$ cat src/rtl/reset_source_pkg.sv
// reset_source_pkg: FSM encoding and cause bit positions shared by the reset source
package reset_source_pkg;
  typedef enum logic [1:0] {IDLE = 2'd0, ASSERT = 2'd1, RELEASE = 2'd2} state_t;
  localparam int CAUSE_BTN = 0;
  localparam int CAUSE_SW  = 1;
  localparam int CAUSE_WDT = 2;
endpackage

$ cat src/rtl/debounce.sv
// debounce: 2-flop synchroniser followed by a stability-counter debouncer
module debounce #(
  parameter int DEBOUNCE = 16
) (
  input  logic ck,
  input  logic rst_n,
  input  logic in,
  output logic out
);
  localparam int W = $clog2(DEBOUNCE) + 1;
  localparam logic [W-1:0] LAST = W'(DEBOUNCE - 1);
  logic s1, s2;
  logic [W-1:0] cnt;
  always_ff @(posedge ck or negedge rst_n) begin
    if (!rst_n) begin
      s1  <= 1'b0;
      s2  <= 1'b0;
      cnt <= '0;
      out <= 1'b0;
    end else begin
      s1  <= in;
      s2  <= s1;
      cnt <= (s2 == out || cnt == LAST) ? '0 : cnt + 1'b1;
      out <= (s2 != out && cnt == LAST) ? s2 : out;
    end
  end
endmodule

$ cat src/rtl/reset_source.sv
// reset_source: merges button, software and watchdog events into a fixed-length
// reset request and records which sources caused it
import reset_source_pkg::*;
module reset_source #(
  parameter int DEBOUNCE    = 16,
  parameter int WDT_TIMEOUT = 1000000,
  parameter int PULSE_LEN   = 4
) (
  input  logic       ck,
  input  logic       rst_n,
  input  logic       btn,
  input  logic       sw_req,
  input  logic       wdt_en,
  input  logic       wdt_kick,
  input  logic       cause_clr,
  output logic       rst_req,
  output logic [2:0] cause
);
  localparam int WW = $clog2(WDT_TIMEOUT) + 1;
  localparam int PW = $clog2(PULSE_LEN) + 1;
  localparam logic [WW-1:0] WLAST = WW'(WDT_TIMEOUT - 1);
  localparam logic [PW-1:0] PLAST = PW'(PULSE_LEN - 1);
  state_t state, state_n;
  logic btn_db, btn_q, btn_ev, wdt_hit, go;
  logic [WW-1:0] wdt_cnt;
  logic [PW-1:0] p;
  logic [2:0] ev;
  debounce #(.DEBOUNCE(DEBOUNCE)) u_db (
    .ck   (ck),
    .rst_n(rst_n),
    .in   (btn),
    .out  (btn_db)
  );
  assign btn_ev  = btn_db & ~btn_q;
  assign wdt_hit = wdt_en && state == IDLE && !wdt_kick && wdt_cnt == WLAST;
  always_comb begin
    ev = '0;
    ev[CAUSE_BTN] = btn_ev;
    ev[CAUSE_SW]  = sw_req;
    ev[CAUSE_WDT] = wdt_hit;
  end
  assign go = state == IDLE && |ev;
  // a held button keeps the FSM in RELEASE so it cannot retrigger
  always_comb begin
    state_n = (state == IDLE)   ? (go ? ASSERT : IDLE) :
              (state == ASSERT) ? (p == PLAST ? RELEASE : ASSERT) :
                                  (btn_db ? RELEASE : IDLE);
  end
  always_ff @(posedge ck or negedge rst_n) begin
    if (!rst_n) begin
      state   <= IDLE;
      btn_q   <= 1'b0;
      wdt_cnt <= '0;
      p       <= '0;
      rst_req <= 1'b0;
      cause   <= '0;
    end else begin
      state   <= state_n;
      btn_q   <= btn_db;
      wdt_cnt <= (!wdt_en || state != IDLE || wdt_kick || wdt_hit) ? '0 : wdt_cnt + 1'b1;
      p       <= (state == ASSERT && state_n == ASSERT) ? p + 1'b1 : '0;
      rst_req <= state_n == ASSERT;
      cause   <= (cause_clr ? 3'b000 : cause) | (go ? ev : 3'b000);
    end
  end
endmodule

$ cat config.mk
export PLATFORM = sky130hd
export DESIGN_NAME = reset_source
export DESIGN_NICKNAME = d
export VERILOG_FILES = /design/src/rtl/reset_source_pkg.sv /design/src/rtl/debounce.sv /design/src/rtl/reset_source.sv
export SDC_FILE = /design/constraint.sdc
export NUM_CORES = 1
export LEC_CHECK = 0
export BUFFER_PORTS_ARGS = -buffer_cell sky130_fd_sc_hd__buf_2
export CORE_ASPECT_RATIO = 0.75
export CORE_MARGIN = 2
export CORE_UTILIZATION = 59
export CTS_CLUSTER_SIZE = 20
export DETAILED_ROUTE_END_ITERATION = 16
export PLACE_DENSITY = 0.85
export SYNTH_ARGS = -nofsm -noshare
export SYNTH_HDL_FRONTEND = slang
export SYNTH_SLANG_ARGS = --single-unit
$ cat constraint.sdc
create_clock -name ck -period 2.6 [get_ports ck]
set_input_delay 0.39 -clock ck [delete_from_list [all_inputs] [get_ports ck]]
set_output_delay 0.39 -clock ck [all_outputs]
set_load 0.1 [all_outputs]
==> impl_metrics.tcl, run 1 <==
set metrics [dict create \
    synth_seq_cells 39 \
    critPathKind "flop to flop" \
    worst_pin_slew_ns 0.834 \
    cap_violations 0 \
    die_area_mm2 0.00347 \
    critPathSlowestCell "or4_1" \
    dp_slack_ns 0.517 \
    critical-path-max-stage-delay_ns 0.70 \
    postCtsHoldBufs 0 \
    peakVddDrop_mv 0.485 \
    place.gp.congestion 0.848 \
    max-slew-margin-rel_pct 44.4 \
    yosysSeqAreaShare_pct 55.0 \
    synth_edf_count 0 \
    r2r_slack_ns 0.46 \
    arrival_ns 2.36 \
    clk_pin_slew_ns 0.07 \
    synth_cell_types 34 \
    grt_pass1_vias 1298 \
    status "finished clean" \
    core_area_mm2 0.00291 \
    rows 17 \
    yosysMostFrequentCell "dfrtp_1" \
    syn_area_mm2 0.00177 \
    die_w_um 67.3 \
    fin_skew_ns 0.00497 \
    synth_top_area_share_pct 55.0 \
    avgSynthCellArea_um2 10.6 \
    dr.pass1.iters 4 \
    via_per_inst 6.01 \
    grt_first_pass_wirelength_um 5980 \
    grtUsageTotal_pct 24.2 \
    slew_viol_final 0 \
    fin_crit_sh_pct 82.3 \
    synth.yosys.warnings 0 \
    drive_gt1_share_pct 14.8 \
    routed-via-count 1323 \
    ys.flop_type "dfrtp_1" \
    grt.overflow.total 0 \
    power.leakage_nw 0.845 \
    antenna_cells 0 \
    io_pins 11 \
    tns_ns 0 \
    drt-initial-drc-count 61 \
    antenna_found_initial 0 \
    power.density_mw_per_mm2 728 \
    synth_nets 180 \
    cts.sinks 39 \
    postCtsSetupRepairBufs 0 \
    endpoint_kind "flop" \
    synth_area_leaders "dfrtp_1 55%, nor2_1 5.1%, xor2_1 4.9%, ha_1 3.5%, nand4_1 2.8%" \
    cp-start-kind "flop" \
    cts-buffers-inserted 5 \
    syn_to_final_growth_pct 11.4 \
    synth_area_leader_cell "dfrtp_1" \
    clock_path_buffers 2 \
    min_period_ns 2.14 \
    crit_required_ns 2.82 \
    clkLatencyLatePin_ns 0.29 \
    crit_chain "nand4_2, or4_1, or4b_4, a21oi_2" \
    h-tree-depth 2 \
    dp_hpwl_um 2400 \
    postSynthCellCount 168 \
    antenna_left 0 \
    grt_max_degree 40 \
    fin_ws_ns 0.461 \
    worstHoldPathType "input pin to asynchronous set/reset pin" \
    fmax_mhz 468 \
    netlist_top_cells_count "39 x dfrtp_1, 24 x nor2_1, 10 x xor2_1" \
    root_buffer "clkbuf_8" \
    wl_per_cell_um 16.2 \
    crit_fanout 10 \
    wl_um 3560 \
    synth_async_sr_flop_share_pct 100 \
    rsz0062_at_grt "no" \
    nets 193 \
    cts_resized 0 \
    hold_viol_final 0 \
    initial_core_util_pct 60.9 \
    drc 0 \
    chipHeight_um 51.5 \
    finalSetupViolations 0 \
    numPortBuffers 10 \
    cts_tree "done" \
]
==> final timing paths <==
check,startpoint,to,cells after the start
worst max register to register,wdt_cnt[9],wdt_cnt[17],4
worst max-delay path,wdt_cnt[9],wdt_cnt[17],4
min in group ck,btn,u_db.s1,1
worst min-delay path,rst_n,wdt_cnt[9],1
max in group asynchronous,rst_n,p[2],1
worst min register to register,u_db.s1,u_db.s2,0
==> worst max-delay path: cells and delay by family (launching register included) <==
family          cells  cell delay [ns]
compound gates      1             0.13
flops               1             0.47
simple gates        3             1.46
==> placed cells by master, fill, tap and decap left out, types with 3 or more instances in the layout <==
| cell type | count |
|---|---|
| dfrtp_1 | 39 |
| nor2_1 | 24 |
| xor2_1 | 10 |
| buf_2 | 10 |
| nand3_1 | 8 |
| inv_1 | 8 |
| nand2_1 | 8 |
| nand4_1 | 8 |
| a21oi_1 | 6 |
| clkbuf_8 | 6 |
| xnor2_1 | 5 |
| or4_1 | 5 |
| o31ai_1 | 5 |
| ha_1 | 5 |
| o21ai_0 | 4 |
| and3_1 | 3 |
==> sequential cells by signal, summed over array words and instances (netlist names) <==
name	count
u_db.out	1
btn_q	1
u_db.cnt	5
rst_req	1
p	3
wdt_cnt	21
u_db.s2	1
u_db.s1	1
cause	3
state	2
==> routing by layer <==
metal | up-vias | part of all wire (%) | global-route usage, %
li1 | 619 | - | -
met1 | 654 | 42 | 29.3
met2 | 39 | 51 | 40.3
met3 | 11 | 5.0 | 6.93
met4 | 0 | 2.3 | 11.6
met5 | - | 0 | 0
==> cell type report <==
class	count	area, um^2
clock inverters	2	35.0
inverters	8	30.0
clock buffers	6	82.6
repair buffers	11	57.6
fillers	214	937
multi-input cells	116	748
well taps	38	47.5
flip-flops and latches	39	976
==> metrics by stage <==
step	instances	power [mW]	utilization (%)	instance area (um^2)	hold slack, ns
after CTS	220	1.45	67.8	1980	0.199
after global placement	212	0.922	63.8	1860	0.338
final	220	1.44	67.8	1980	0.191
after floorplan	168	0.876	-	1770	0.0944
after detailed placement	212	0.941	63.8	1860	0.339
after global routing	220	1.50	67.8	1980	0.204
==> report_power, final <==
group	total, mW	internal [mW]	switching [mW]
combinational	0.233	0.0637	0.170
sequential	0.693	0.656	0.0367
clock	0.513	0.310	0.203
==> cells by family after synthesis <==
| family | after synthesis | share of synthesized area [%] |
|---|---|---|
| AOI/OAI and AO/OA | 21 | 7.83 |
| xor gates and xnor gates | 15 | 7.40 |
| adders and majority gates | 5 | 3.53 |
| buffers and inverters | 13 | 2.82 |
| DFF | 39 | 55.0 |
| muxes | 1 | 0.635 |
| and+or+nand+nor | 74 | 22.8 |
(Power assumes the default switching activity.)
==> run 2: changes to the inputs <==
ABC_AREA = 1   (was unset)
CORE_UTILIZATION = 54   (was 59)
PLACE_DENSITY = 0.82   (was 0.85)
clock period = 1.8 ns   (was 2.6 ns; I/O delays follow)
==> impl_metrics.tcl, run 2 <==
set metrics [dict create \
    status "complete, but fails checks" \
    violations "negative hold slack" \
    yosysSeqAreaShare_pct 51.0 \
    endpoint_kind "flop" \
    postCtsHoldBufs 0 \
    min_period_ns 1.58 \
    root_buffer "clkbuf_8" \
    synth_edf_count 0 \
    slew_viol_final 0 \
    worst-path-stages 8 \
    tns_ns 0 \
    synth.yosys.warnings 0 \
    synth_nets 244 \
    cap_violations 0 \
    fin_crit_sh_pct 87.6 \
    postCtsSetupRepairBufs 0 \
    crit_family "simple AND/OR/NAND/NOR gates" \
    crit_fanout 20 \
    drt-initial-drc-count 130 \
    grtUsageTotal_pct 18.8 \
    intPower_mw 1.50 \
    largest_reg_flops 21 \
    place.gp.congestion 0.918 \
    critPathSlowestCell "dfrtp_1" \
    io_pins 11 \
    synth_area_leaders "dfrtp_1 51%, nor2_1 12%, nand2_1 10%, inv_1 5.1%, xor2_1 4.6%" \
    clock_path_buffers 2 \
    grt_first_pass_wirelength_um 5770 \
    synth_seq_cells 39 \
    largest_register "wdt_cnt" \
    crit_chain "ha_1, inv_1, nor2_4, nand3_2, nor2_2, nand2_1, nand2_4, nor2_1" \
    synth_top_area_share_pct 51.0 \
    power.leakage_nw 0.917 \
    grt_max_degree 40 \
    rows 18 \
    rsz0062_at_grt "no" \
    h-tree-depth 2 \
    hold_viol_final 1 \
    core_area_mm2 0.00333 \
    comb_power_share_pct 19.7 \
    seq_power_share_pct 45.5 \
    layout_commonest_cell "nor2_1" \
    fmax_mhz 634 \
    max-slew-margin-rel_pct 65.4 \
    dp_hpwl_um 2400 \
    postSynthCellCount 232 \
    syn_to_final_growth_pct 11.4 \
    dp_slack_ns 0.124 \
    dr.pass1.iters 4 \
    via_per_inst 4.83 \
    drc 0 \
    nets 261 \
    yosysMostFrequentCell "nor2_1" \
    arrival_ns 1.76 \
    avgSynthCellArea_um2 8.25 \
    netlist_top_cells_count "63 x nor2_1, 51 x nand2_1, 39 x dfrtp_1, 26 x inv_1" \
    synth_async_sr_flop_share_pct 100 \
    critPathKind "flop to flop" \
    final_cell_mix "63 x nor2_1, 51 x nand2_1, 39 x dfrtp_1, 26 x inv_1" \
    drive_gt1_share_pct 11.6 \
    antenna_left 0 \
    fin_ws_ns 0.223 \
    synth_cell_types 22 \
    die_area_mm2 0.00404 \
    routed-via-count 1402 \
    clkLatencyLatePin_ns 0.30 \
    crit_required_ns 1.98 \
    grt.overflow.total 0 \
    die_w_um 72.7 \
    fin_skew_ns 0.00906 \
    cts_resized 0 \
    ys.flop_type "dfrtp_1" \
    wl_um 3310 \
    cp-start-kind "flop" \
    peakVddDrop_mv 0.931 \
    wl_per_cell_um 11.4 \
    grt_pass1_vias 1280 \
    ff2ff_path_depth 8 \
    numPortBuffers 10 \
    chipHeight_um 55.5 \
    cts-buffers-inserted 5 \
    critical-path-max-stage-delay_ns 0.43 \
    swShare_pct 31.3 \
    cts_tree "done" \
    clk_pin_slew_ns 0.08 \
    syn_area_mm2 0.00191 \
    finalSetupViolations 0 \
    p_sw_mw 0.681 \
    worstHoldPathType "input pin to asynchronous set/reset pin" \
    top_regs "wdt_cnt (21), u_db.cnt (5)" \
    initial_core_util_pct 57.4 \
    antenna_cells 0 \
    whs_ns -0.000171 \
    crit_buf_inv 1 \
    pwr-share-clk_pct 34.9 \
    synth_area_leader_cell "dfrtp_1" \
    worst_pin_slew_ns 0.514 \
    antenna_found_initial 0 \
    cts.sinks 39 \
    power.density_mw_per_mm2 1020 \
]
run 2: metrics by stage:
step | power [mW] | cell area, um^2 | hold slack [ns] | utilization [%] | instances
after floorplan | 1.36 | 1910 | -0.0256 | - | 232
after global placement | 1.42 | 2010 | 0.335 | 60.3 | 282
after detailed placement | 1.43 | 2010 | 0.335 | 60.3 | 282
after CTS | 2.19 | 2130 | 0.0273 | 63.8 | 290
after global routing | 2.29 | 2130 | 0.0431 | 64.0 | 290
final | 2.18 | 2130 | -0.000171 | 64.0 | 290
run 2: power groups by stage:
stage,clock [mW],combinational (mW),sequential [mW]
floorplan,0,0.199,1.16
global placement,0,0.418,1.00
detailed placement,0,0.423,1.01
CTS,0.765,0.430,0.991
global route,0.803,0.482,1.00
finish,0.760,0.428,0.991
run 2: worst paths after layout:
path,startpoint,end,slack (ns)
max,wdt_cnt[0],wdt_cnt[10],0.22
min,rst_n,u_db.cnt[2],-0.0002
max reg2reg,wdt_cnt[0],wdt_cnt[10],0.22
min reg2reg,u_db.s1,u_db.s2,0.35
max in group asynchronous,rst_n,wdt_cnt[0],1.47
min in group ck,btn,u_db.s1,0.07
run 2: kinds of logic after synthesis:
logic type               count (synthesis)  share of synthesized area [%]
buffers and inverters                   29                           6.47
flip-flops                              39                           51.0
XOR/XNOR                                15                           6.87
AO/OA/AOI/OAI                            8                           2.29
adder cells (fa/ha/maj)                  5                           3.27
AND/OR/NAND/NOR                        136                           30.1
run 2: layer usage:
| metal | share of wire [%] | global-route usage (%) | vias to the layer above |
|---|---|---|---|
| met1 | 55 | 29.0 | 629 |
| met4 | 1.8 | 6.35 | 0 |
| met5 | 0 | 0 | - |
| li1 | - | - | 739 |
| met3 | 4.9 | 7.12 | 8 |
| met2 | 38 | 23.9 | 26 |
run 2: layout make-up:
type / count / area, um^2
fillers: 275 / 1200
flip-flops and latches: 39 / 976
multi-input cells: 164 / 818
inverters: 26 / 97.6
clock buffers: 6 / 82.6
repair buffers: 13 / 72.6
well taps: 40 / 50.0
clock inverters: 2 / 35.0
